**config.mk**
```make
export PLATFORM = sky130hd
export DESIGN_NAME = rgb565_grayscale_pipe
export DESIGN_NICKNAME = d
export VERILOG_FILES = /design/src/rtl/grayscale_pkg.sv /design/src/rtl/gray_pixel_mac.sv /design/src/rtl/rgb565_grayscale_pipe.sv
export SDC_FILE = /design/constraint.sdc
export NUM_CORES = 1
export LEC_CHECK = 0
export CORE_AREA = 5 5 195 150
export CTS_CLUSTER_DIAMETER = 80
export CTS_CLUSTER_SIZE = 14
export DETAILED_ROUTE_END_ITERATION = 6
export DIE_AREA = 0 0 200 155
export GPL_ROUTABILITY_DRIVEN = 1
export PLACE_DENSITY = 0.78
export REMOVE_ABC_BUFFERS = 1
export SETUP_SLACK_MARGIN = 0.2
export SLEW_MARGIN = 0
export SYNTH_ARGS = -nofsm -noshare
export SYNTH_HDL_FRONTEND = slang
export SYNTH_SLANG_ARGS = --single-unit
```
**constraint.sdc**
```tcl
create_clock -name clock -period 5.5 [get_ports clock]
set_input_delay 1.65 -clock clock [delete_from_list [all_inputs] [get_ports clock]]
set_output_delay 1.65 -clock clock [all_outputs]
set_load 0.02 [all_outputs]
```
**src/rtl/grayscale_pkg.sv**
```systemverilog
// Shared opcodes, default weights and weight-set layout for the RGB565 grayscale unit.
package grayscale_pkg;

    typedef enum logic [1:0] {
        OP_CONVERT  = 2'd0,
        OP_WRITE_W  = 2'd1,
        OP_READ_W   = 2'd2,
        OP_RESERVED = 2'd3
    } opcode_e;

    localparam logic [7:0] W_R_DEF = 8'd54;
    localparam logic [7:0] W_G_DEF = 8'd183;
    localparam logic [7:0] W_B_DEF = 8'd19;

    localparam int unsigned LATENCY = 2;

    // Bus layout of a weight set: R in [7:0], G in [15:8], B in [23:16].
    typedef struct packed {
        logic [7:0] b;
        logic [7:0] g;
        logic [7:0] r;
    } weight_set_t;

    localparam weight_set_t W_DEF = '{b: W_B_DEF, g: W_G_DEF, r: W_R_DEF};

endpackage

```
**src/rtl/gray_pixel_mac.sv**
```systemverilog
// Unpacks one RGB565 pixel to 8-bit channels and forms the three weighted products.
module gray_pixel_mac #(
    parameter int unsigned WEIGHT_BITS = 8
) (
    input  logic [15:0]            pixel,
    input  logic [WEIGHT_BITS-1:0] w_r,
    input  logic [WEIGHT_BITS-1:0] w_g,
    input  logic [WEIGHT_BITS-1:0] w_b,
    output logic [WEIGHT_BITS+7:0] p_r,
    output logic [WEIGHT_BITS+7:0] p_g,
    output logic [WEIGHT_BITS+7:0] p_b
);

    localparam int unsigned PW = WEIGHT_BITS + 8;

    logic [7:0] r;
    logic [7:0] g;
    logic [7:0] b;

    always_comb begin
        r   = {pixel[15:11], 3'b000};
        g   = {pixel[10:5],  2'b00};
        b   = {pixel[4:0],   3'b000};
        p_r = PW'(r) * PW'(w_r);
        p_g = PW'(g) * PW'(w_g);
        p_b = PW'(b) * PW'(w_b);
    end

endmodule

```
**src/rtl/rgb565_grayscale_pipe.sv**
```systemverilog
// Two-stage pipelined RGB565-to-luma custom instruction with programmable weights.
// Define GRAYSCALE_ROUND_EN for round-to-nearest instead of truncation.
module rgb565_grayscale_pipe
    import grayscale_pkg::*;
#(
    parameter logic [7:0]  CUSTOM_INSTRUCTION_ID = 8'd0,
    parameter int unsigned NR_PIXELS             = 2,
    parameter int unsigned WEIGHT_BITS           = 8
) (
    input  logic        clock,
    input  logic        reset,
    input  logic        ciStart,
    input  logic        ciCke,
    input  logic [7:0]  ciN,
    input  logic [31:0] ciValueA,
    input  logic [31:0] ciValueB,
    output logic        ciDone,
    output logic [31:0] ciResult
);

    localparam int unsigned PW = WEIGHT_BITS + 8;
    localparam int unsigned SW = PW + 2;
    localparam int unsigned QW = SW - 8;
    localparam logic [7:0]  WMASK = 8'((32'd1 << WEIGHT_BITS) - 32'd1);

`ifdef GRAYSCALE_ROUND_EN
    localparam logic [SW-1:0] RND = SW'(128);
`else
    localparam logic [SW-1:0] RND = '0;
`endif

    logic        accept;
    opcode_e     op_in;
    weight_set_t w_q;
    weight_set_t w_new;

    logic [PW-1:0] pr [NR_PIXELS];
    logic [PW-1:0] pg [NR_PIXELS];
    logic [PW-1:0] pb [NR_PIXELS];

    logic          v1_q;
    opcode_e       op1_q;
    weight_set_t   snap1_q;
    logic [PW-1:0] pr1_q [NR_PIXELS];
    logic [PW-1:0] pg1_q [NR_PIXELS];
    logic [PW-1:0] pb1_q [NR_PIXELS];

    logic [SW-1:0] sum;
    logic [QW-1:0] q;
    logic [31:0]   res_c;

    logic unused_bits;
    assign unused_bits = ^{ciValueB[31:2], ciValueA};

    assign accept = ciStart && ciCke && (ciN == CUSTOM_INSTRUCTION_ID);
    assign op_in  = opcode_e'(ciValueB[1:0]);

    always_comb begin
        w_new.r = ciValueA[7:0]   & WMASK;
        w_new.g = ciValueA[15:8]  & WMASK;
        w_new.b = ciValueA[23:16] & WMASK;
    end

    for (genvar k = 0; k < NR_PIXELS; k++) begin : g_mac
        gray_pixel_mac #(
            .WEIGHT_BITS(WEIGHT_BITS)
        ) u_mac (
            .pixel(ciValueA[16*k +: 16]),
            .w_r  (w_q.r[WEIGHT_BITS-1:0]),
            .w_g  (w_q.g[WEIGHT_BITS-1:0]),
            .w_b  (w_q.b[WEIGHT_BITS-1:0]),
            .p_r  (pr[k]),
            .p_g  (pg[k]),
            .p_b  (pb[k])
        );
    end

    // Stage 1: the weight snapshot is taken before a WRITE_W updates w_q,
    // so WRITE_W returns the previous set and READ_W the current one.
    always_ff @(posedge clock) begin
        if (reset) begin
            v1_q    <= 1'b0;
            op1_q   <= OP_CONVERT;
            snap1_q <= '0;
            w_q     <= W_DEF;
            for (int unsigned k = 0; k < NR_PIXELS; k++) begin
                pr1_q[k] <= '0;
                pg1_q[k] <= '0;
                pb1_q[k] <= '0;
            end
        end else if (ciCke) begin
            v1_q <= accept;
            if (accept) begin
                op1_q   <= op_in;
                snap1_q <= w_q;
                for (int unsigned k = 0; k < NR_PIXELS; k++) begin
                    pr1_q[k] <= pr[k];
                    pg1_q[k] <= pg[k];
                    pb1_q[k] <= pb[k];
                end
                if (op_in == OP_WRITE_W) begin
                    w_q <= w_new;
                end
            end
        end
    end

    always_comb begin
        res_c = '0;
        sum   = '0;
        q     = '0;
        if (op1_q == OP_CONVERT) begin
            for (int unsigned k = 0; k < NR_PIXELS; k++) begin
                sum = SW'(pr1_q[k]) + SW'(pg1_q[k]) + SW'(pb1_q[k]) + RND;
                q   = sum[SW-1:8];
                res_c[8*k +: 8] = (q > QW'(255)) ? 8'hFF : q[7:0];
            end
        end else begin
            res_c = {8'h00, snap1_q};
        end
    end

    always_ff @(posedge clock) begin
        if (reset) begin
            ciDone   <= 1'b0;
            ciResult <= '0;
        end else if (ciCke) begin
            ciDone   <= v1_q;
            ciResult <= v1_q ? res_c : '0;
        end
    end

endmodule

```
### Word level (Yosys, flattened, before mapping)

Memory sizes are Yosys's and may differ from the RTL's.
Index checks and enable logic that the tools add are counted.

| storage, ports and cells | value |
|---|---|
| register bits after elaboration | 84 |
| memory bits (writable) | 80 |
| input port bits | 76 |
| output and inout port bits | 33 |
| logic and storage cells | 55 |
| memories kept | 3 |

| cells by class | value |
|---|---|
| add/sub/neg operators | 4 |
| multiply operators | 6 |
| $lt $le $gt $ge | 2 |
| eq/ne operators | 1 |
| multiplexer cells | 17 |
| bitwise operators | 6 |
| reduce and logical (&&, ||, !) cells | 6 |

Memory list:

| name | words | bits a word | rd ports | clocked after Yosys merged registers in | wr ports | RTL line | source |
|---|---|---|---|---|---|---|---|
| pg1_q | 2 | 14 | 2 | 0 | 2 | rgb565_grayscale_pipe.sv:45 | `logic [PW-1:0] pg1_q [NR_PIXELS];` |
| pb1_q | 2 | 13 | 2 | 0 | 2 | rgb565_grayscale_pipe.sv:46 | `logic [PW-1:0] pb1_q [NR_PIXELS];` |
| pr1_q | 2 | 13 | 2 | 0 | 2 | rgb565_grayscale_pipe.sv:44 | `logic [PW-1:0] pr1_q [NR_PIXELS];` |

Operators with widths:

| kind | number |
|---|---|
| 5-bit by 8-bit multiplier with 13-bit output | 4 |
| 13-bit two-way mux | 4 |
| 17-bit by 16-bit adder with 18-bit output | 2 |
| 16-bit by 16-bit adder with 17-bit output | 2 |
| 32-bit two-way mux | 1 |
| 6-bit by 8-bit multiplier with 14-bit output | 2 |
| 14-bit two-way mux | 2 |
| 8-bit two-way mux | 3 |
| 10-bit by 8-bit > comparator with 1-bit output, second input constant | 2 |
| 16-bit two-way mux | 1 |
| 8-bit logical NOT | 1 |
| 1-bit two-way mux | 6 |
| 1-bit OR | 6 |
| 3-bit AND reduction | 1 |
| 2-bit by 1-bit equality test with 1-bit output, second input constant | 1 |
| 1-bit logical AND | 2 |
| 2-bit logical NOT | 1 |
| 2-bit AND reduction | 1 |

### Logic depth before layout (Yosys ltp)

| depth | value |
|---|---|
| word-level depth | 7 |
| mapped depth | 16 |
| depth with buffers taken out | 15 |

### Cells and area by module

Synthesis repeated with hierarchy kept, for this count alone.

| second synthesis, totals | value |
|---|---|
| cells, all modules | 1,689 |
| area, all modules | 16,059.2 um^2 |

By module, submodules not included:

| module | instances | cells an instance | area an instance (um^2) |
|---|---|---|---|
| rgb565_grayscale_pipe | 1 | 761 | 8,236.6 |
| gray_pixel_mac at g_mac[1].u_mac | 1 | 465 | 3,912.5 |
| gray_pixel_mac at g_mac[0].u_mac | 1 | 463 | 3,910.0 |

### Worst setup path after synthesis

Ideal clock, no wire load.

| timing path | value |
|---|---|
| path kind | input-to-reg |
| start point | in ciValueA[20] |
| end point | mem pb1_q[0][25] (netlist bit) (data pin) |
| library setup time | 0.266 ns |
| arrival time | 5.059 ns |
| data required time | 5.234 ns |
| setup slack | 0.175 ns |
| stages on the path | 14 |
| path buffers | 1 |
| cells stage by stage | clkbuf_1 > nand2_1 > fa_1 > fa_1 > fa_1 > inv_1 > ha_1 > a21o_1 > a211oi_1 > nor2_1 > o41ai_1 > o21ai_0 > xnor2_1 > nor2_1 |

RTL lines:

| element | RTL line | source |
|---|---|---|
| start, declared | rgb565_grayscale_pipe.sv:15 | `input logic [31:0] ciValueA,` |
| end, declared | rgb565_grayscale_pipe.sv:46 |  |

==> results.md <==
- Post-Syn Instances: about 1600
- Antenna violations before repair: 0
- HP Class: reg -> reg
- Die width: 200 um
- Reg area: ~3900 um2
- Number of clock sinks: 154
- Max cap viols: 0
- WS Path Type: in -> reg
- WL final: 36.41 mm
- Period minus WS final: approximately 5.2 ns
- Final setup fails: 0
- Flops & latches, synth: roughly 150
- Area taken by multi-input logic gates: about 10000 um2
- # hold bufs at CTS: 0
- Worst slew margin: between 20 and 30%
- Layout area overhead: 17.51%
- Final core occ: between 60% and 70%
- Clk slew on worst S/H paths: 0.06 ns
- Top delay family on crit path: adder cells
- Num rows: 53
- Buf/Inv on CP: 3
- Vias per cell: 5.500
- Share of cells above drive strength 1: 11.30%
- CP cell instances: clkdlybuf4s50_1 -> nand2_1 -> fa_1 -> fa_1 -> fa_1 -> inv_1 -> ha_1 -> a21o_1 -> a211oi_2 -> nor2_1 -> o41ai_2 -> buf_4 -> xor2_1 -> nor2_1
- Number of synthesized flops with an enable pin: 78
- H-tree Lvls: 4
- Met2 Usage GRT: 40.40%
- FFs w/ async S/R, synth: 0%
- Final Cycle Share: 94.88%
- Synthesized area: 14680 um2
- Sequential area share after synthesis: 26.32%
- First-pass GRT wire length: between 50 and 60 mm
- Die height: roughly 160 um
- Core footprint: approximately 27000 um2
- Max-slew violation count: 0
- Hold Violations, Final: 0
- Hold_ws: ~0.44 ns
- Crit path launch type: input port
- Met3 Usage GRT: under 10%
- Port Buf Inserts: 70
- RD Place Congestion: 0.8858
- Num CTS Buffers: 17
- Power per cell area: approximately 230 nW/um2
- Starting density of the core: a little over half
- RSZ-0062 raised after global routing: true
- Mean routed wirelength per cell: approximately 17 um
- Clk buf depth: 2
- Synth warnings: 0
- Critical Path Slowest Stage Cell: fa_1
- Worst path most repeated cell: fa_1
- DR iter-0 viols: around 830
- Pin count of the biggest net entering global routing: slightly below 80
- Critical Path RT: approximately 5.7 ns
- Largest fanout on the critical path: 3
- Cell variety after synth: 64
- Busiest grt layer: met2
- Number of global-route vias before repair: 12010
- Grt met1 use: between 30% and 40%
- Dominant synthesized flop cell: edfxtp_1
- Commonest non-fill, non-tap cell in the layout: nand2_1
- Final nets: about 2100
- Actual slew at the worst max-slew pin: 1.077 ns
- Status: completed
- Endpoint type of the worst setup path: register
- Commonest non-fill, non-tap cells in the layout: 256 x nand2_1, 205 x inv_1, 157 x and2_1
- # DRC: 0
- ANT cells: 0
- HPWL Detailed: ~28 mm
- Pre-Repair DR Iteration Count: 5
- I/O pins: 109
- FMAX: 0.1916 GHz
- GR Util All Layers: around a quarter
- Final global-route overflow total: 0
- Syn Area/Cell: around 9 um2
- Clock Skew: 0.006860 ns
- Fill cells: ~2200
- Routed Antenna Nets: 0
- Data arrival, critical path: 5.39 ns
- Die area: between 30000 and 40000 um2
- Maximum vdd drop: 0.1924 mV
- Pleak: 8.027 nW
- DR vias: around 12000
- TritonCTS clock tree: built
- Clk Latency, worst-skew pair: about 0.43 ns
- Slowest stage delay, CP: between 0.5 and 0.6 ns
- Root Driver: clkbuf_16
==> stage by stage <==
stage	power [mW]	area, um2	setup TNS [ns]	worst slack, ns	instances
floorplan	2.158	14390	0	0.3827	1551
global route	4.156	17250	0	0.1759	2127
global placement	2.587	16410	-4.653	-0.4004	2093
CTS	3.841	17030	0	0.1950	2126
detailed placement	2.641	16410	-5.942	-0.4632	2093
finish	3.918	17250	0	0.2817	2127
==> cells by family (layout without fill, tap and decap cells) <==
family,count (synthesis),count (layout),share of synthesized area [%]
AOI/OAI and AO/OA,230,230,10.44
xor gates and xnor gates,56,56,3.341
adders and majority gates,298,298,32.86
buffers and inverters,280,424,7.398
DFF,154,154,26.32
other,1,8,0.02554
and+or+nand+nor,600,600,19.61
==> report_power, final <==
part | internal, mW | switching, mW
Combinational | 0.725 | 0.765
Clock | 0.708 | 0.482
Sequential | 1.22 | 0.0133
==> worst reg2reg max path, stage by stage (launching register included) <==
cell      delay [ns]
dfxtp_1         0.76
nand2_1         0.20
fa_1            0.59
fa_1            0.44
fa_1            0.54
inv_1           0.04
ha_1            0.32
a21o_1          0.22
a211oi_2        0.22
nor2_1          0.11
o41ai_2         0.37
buf_4           0.18
xor2_1          0.14
nor2_1          0.05
==> cell usage after synthesis (13+ instances only) <==
library cell,count,area share [%]
inv_1,205,5.2
o21bai_1,13,0.66
fa_1,146,20
dfxtp_1,76,10
and2_1,157,6.7
nand3b_1,14,0.72
nor2_1,111,2.8
xor2_1,22,1.3
xnor2_1,34,2.0
o21ai_0,42,1.4
nand2_1,258,6.6
ha_1,152,13
clkbuf_1,61,1.6
a21oi_1,86,2.9
a21o_1,14,0.72
edfxtp_1,78,16
nor3_1,17,0.58
==> state kept, by name, summed over array words and instances, names as in the netlist <==
| register | flops |
|---|---|
| pb1_q | 26 |
| pg1_q | 26 |
| pr1_q | 26 |
| ciResult | 24 |
| snap1_q | 24 |
| w_q | 24 |
| op1_q | 2 |
| ciDone | 1 |
| v1_q | 1 |
==> area by class of cell <==
cell class	count	area share, %
Multi-Input combinational cell	1192	57.88
Sequential cell	154	22.40
Timing Repair Buffer	187	9.277
Inverter	205	4.461
Tap cell	357	2.589
Clock buffer	19	2.510
Clock inverter	13	0.8849
==> worst paths after layout <==
kind	cells past startpoint	end	slack, ns	from
max	14	pg1_q[0][25]	0.28	ciValueA[25]
min	2	ciResult[2]	0.44	ciResult[2]
max reg2reg	13	pg1_q[0][25]	1.07	w_q[11]
min reg2reg	2	ciResult[2]	0.44	ciResult[2]
==> layer usage <==
metal  wire (um)  part of all wire, %  vias up
met5           0                    0        -
met4         851                  2.3        0
met3        2382                  6.5       58
met2       17810                   49      356
met1       15370                   42     5765
li1            -                    -     5520
==> timing repair <==
item / in CTS / in global routing
buffers inserted: 1 / 1
setup endpoints to repair: 13 / 22
gates resized for setup: 20 / 57
pin swaps: 13 / 28
endpoints found under the hold margin: 0 / 0
Power figures use the tool's default switching activity.
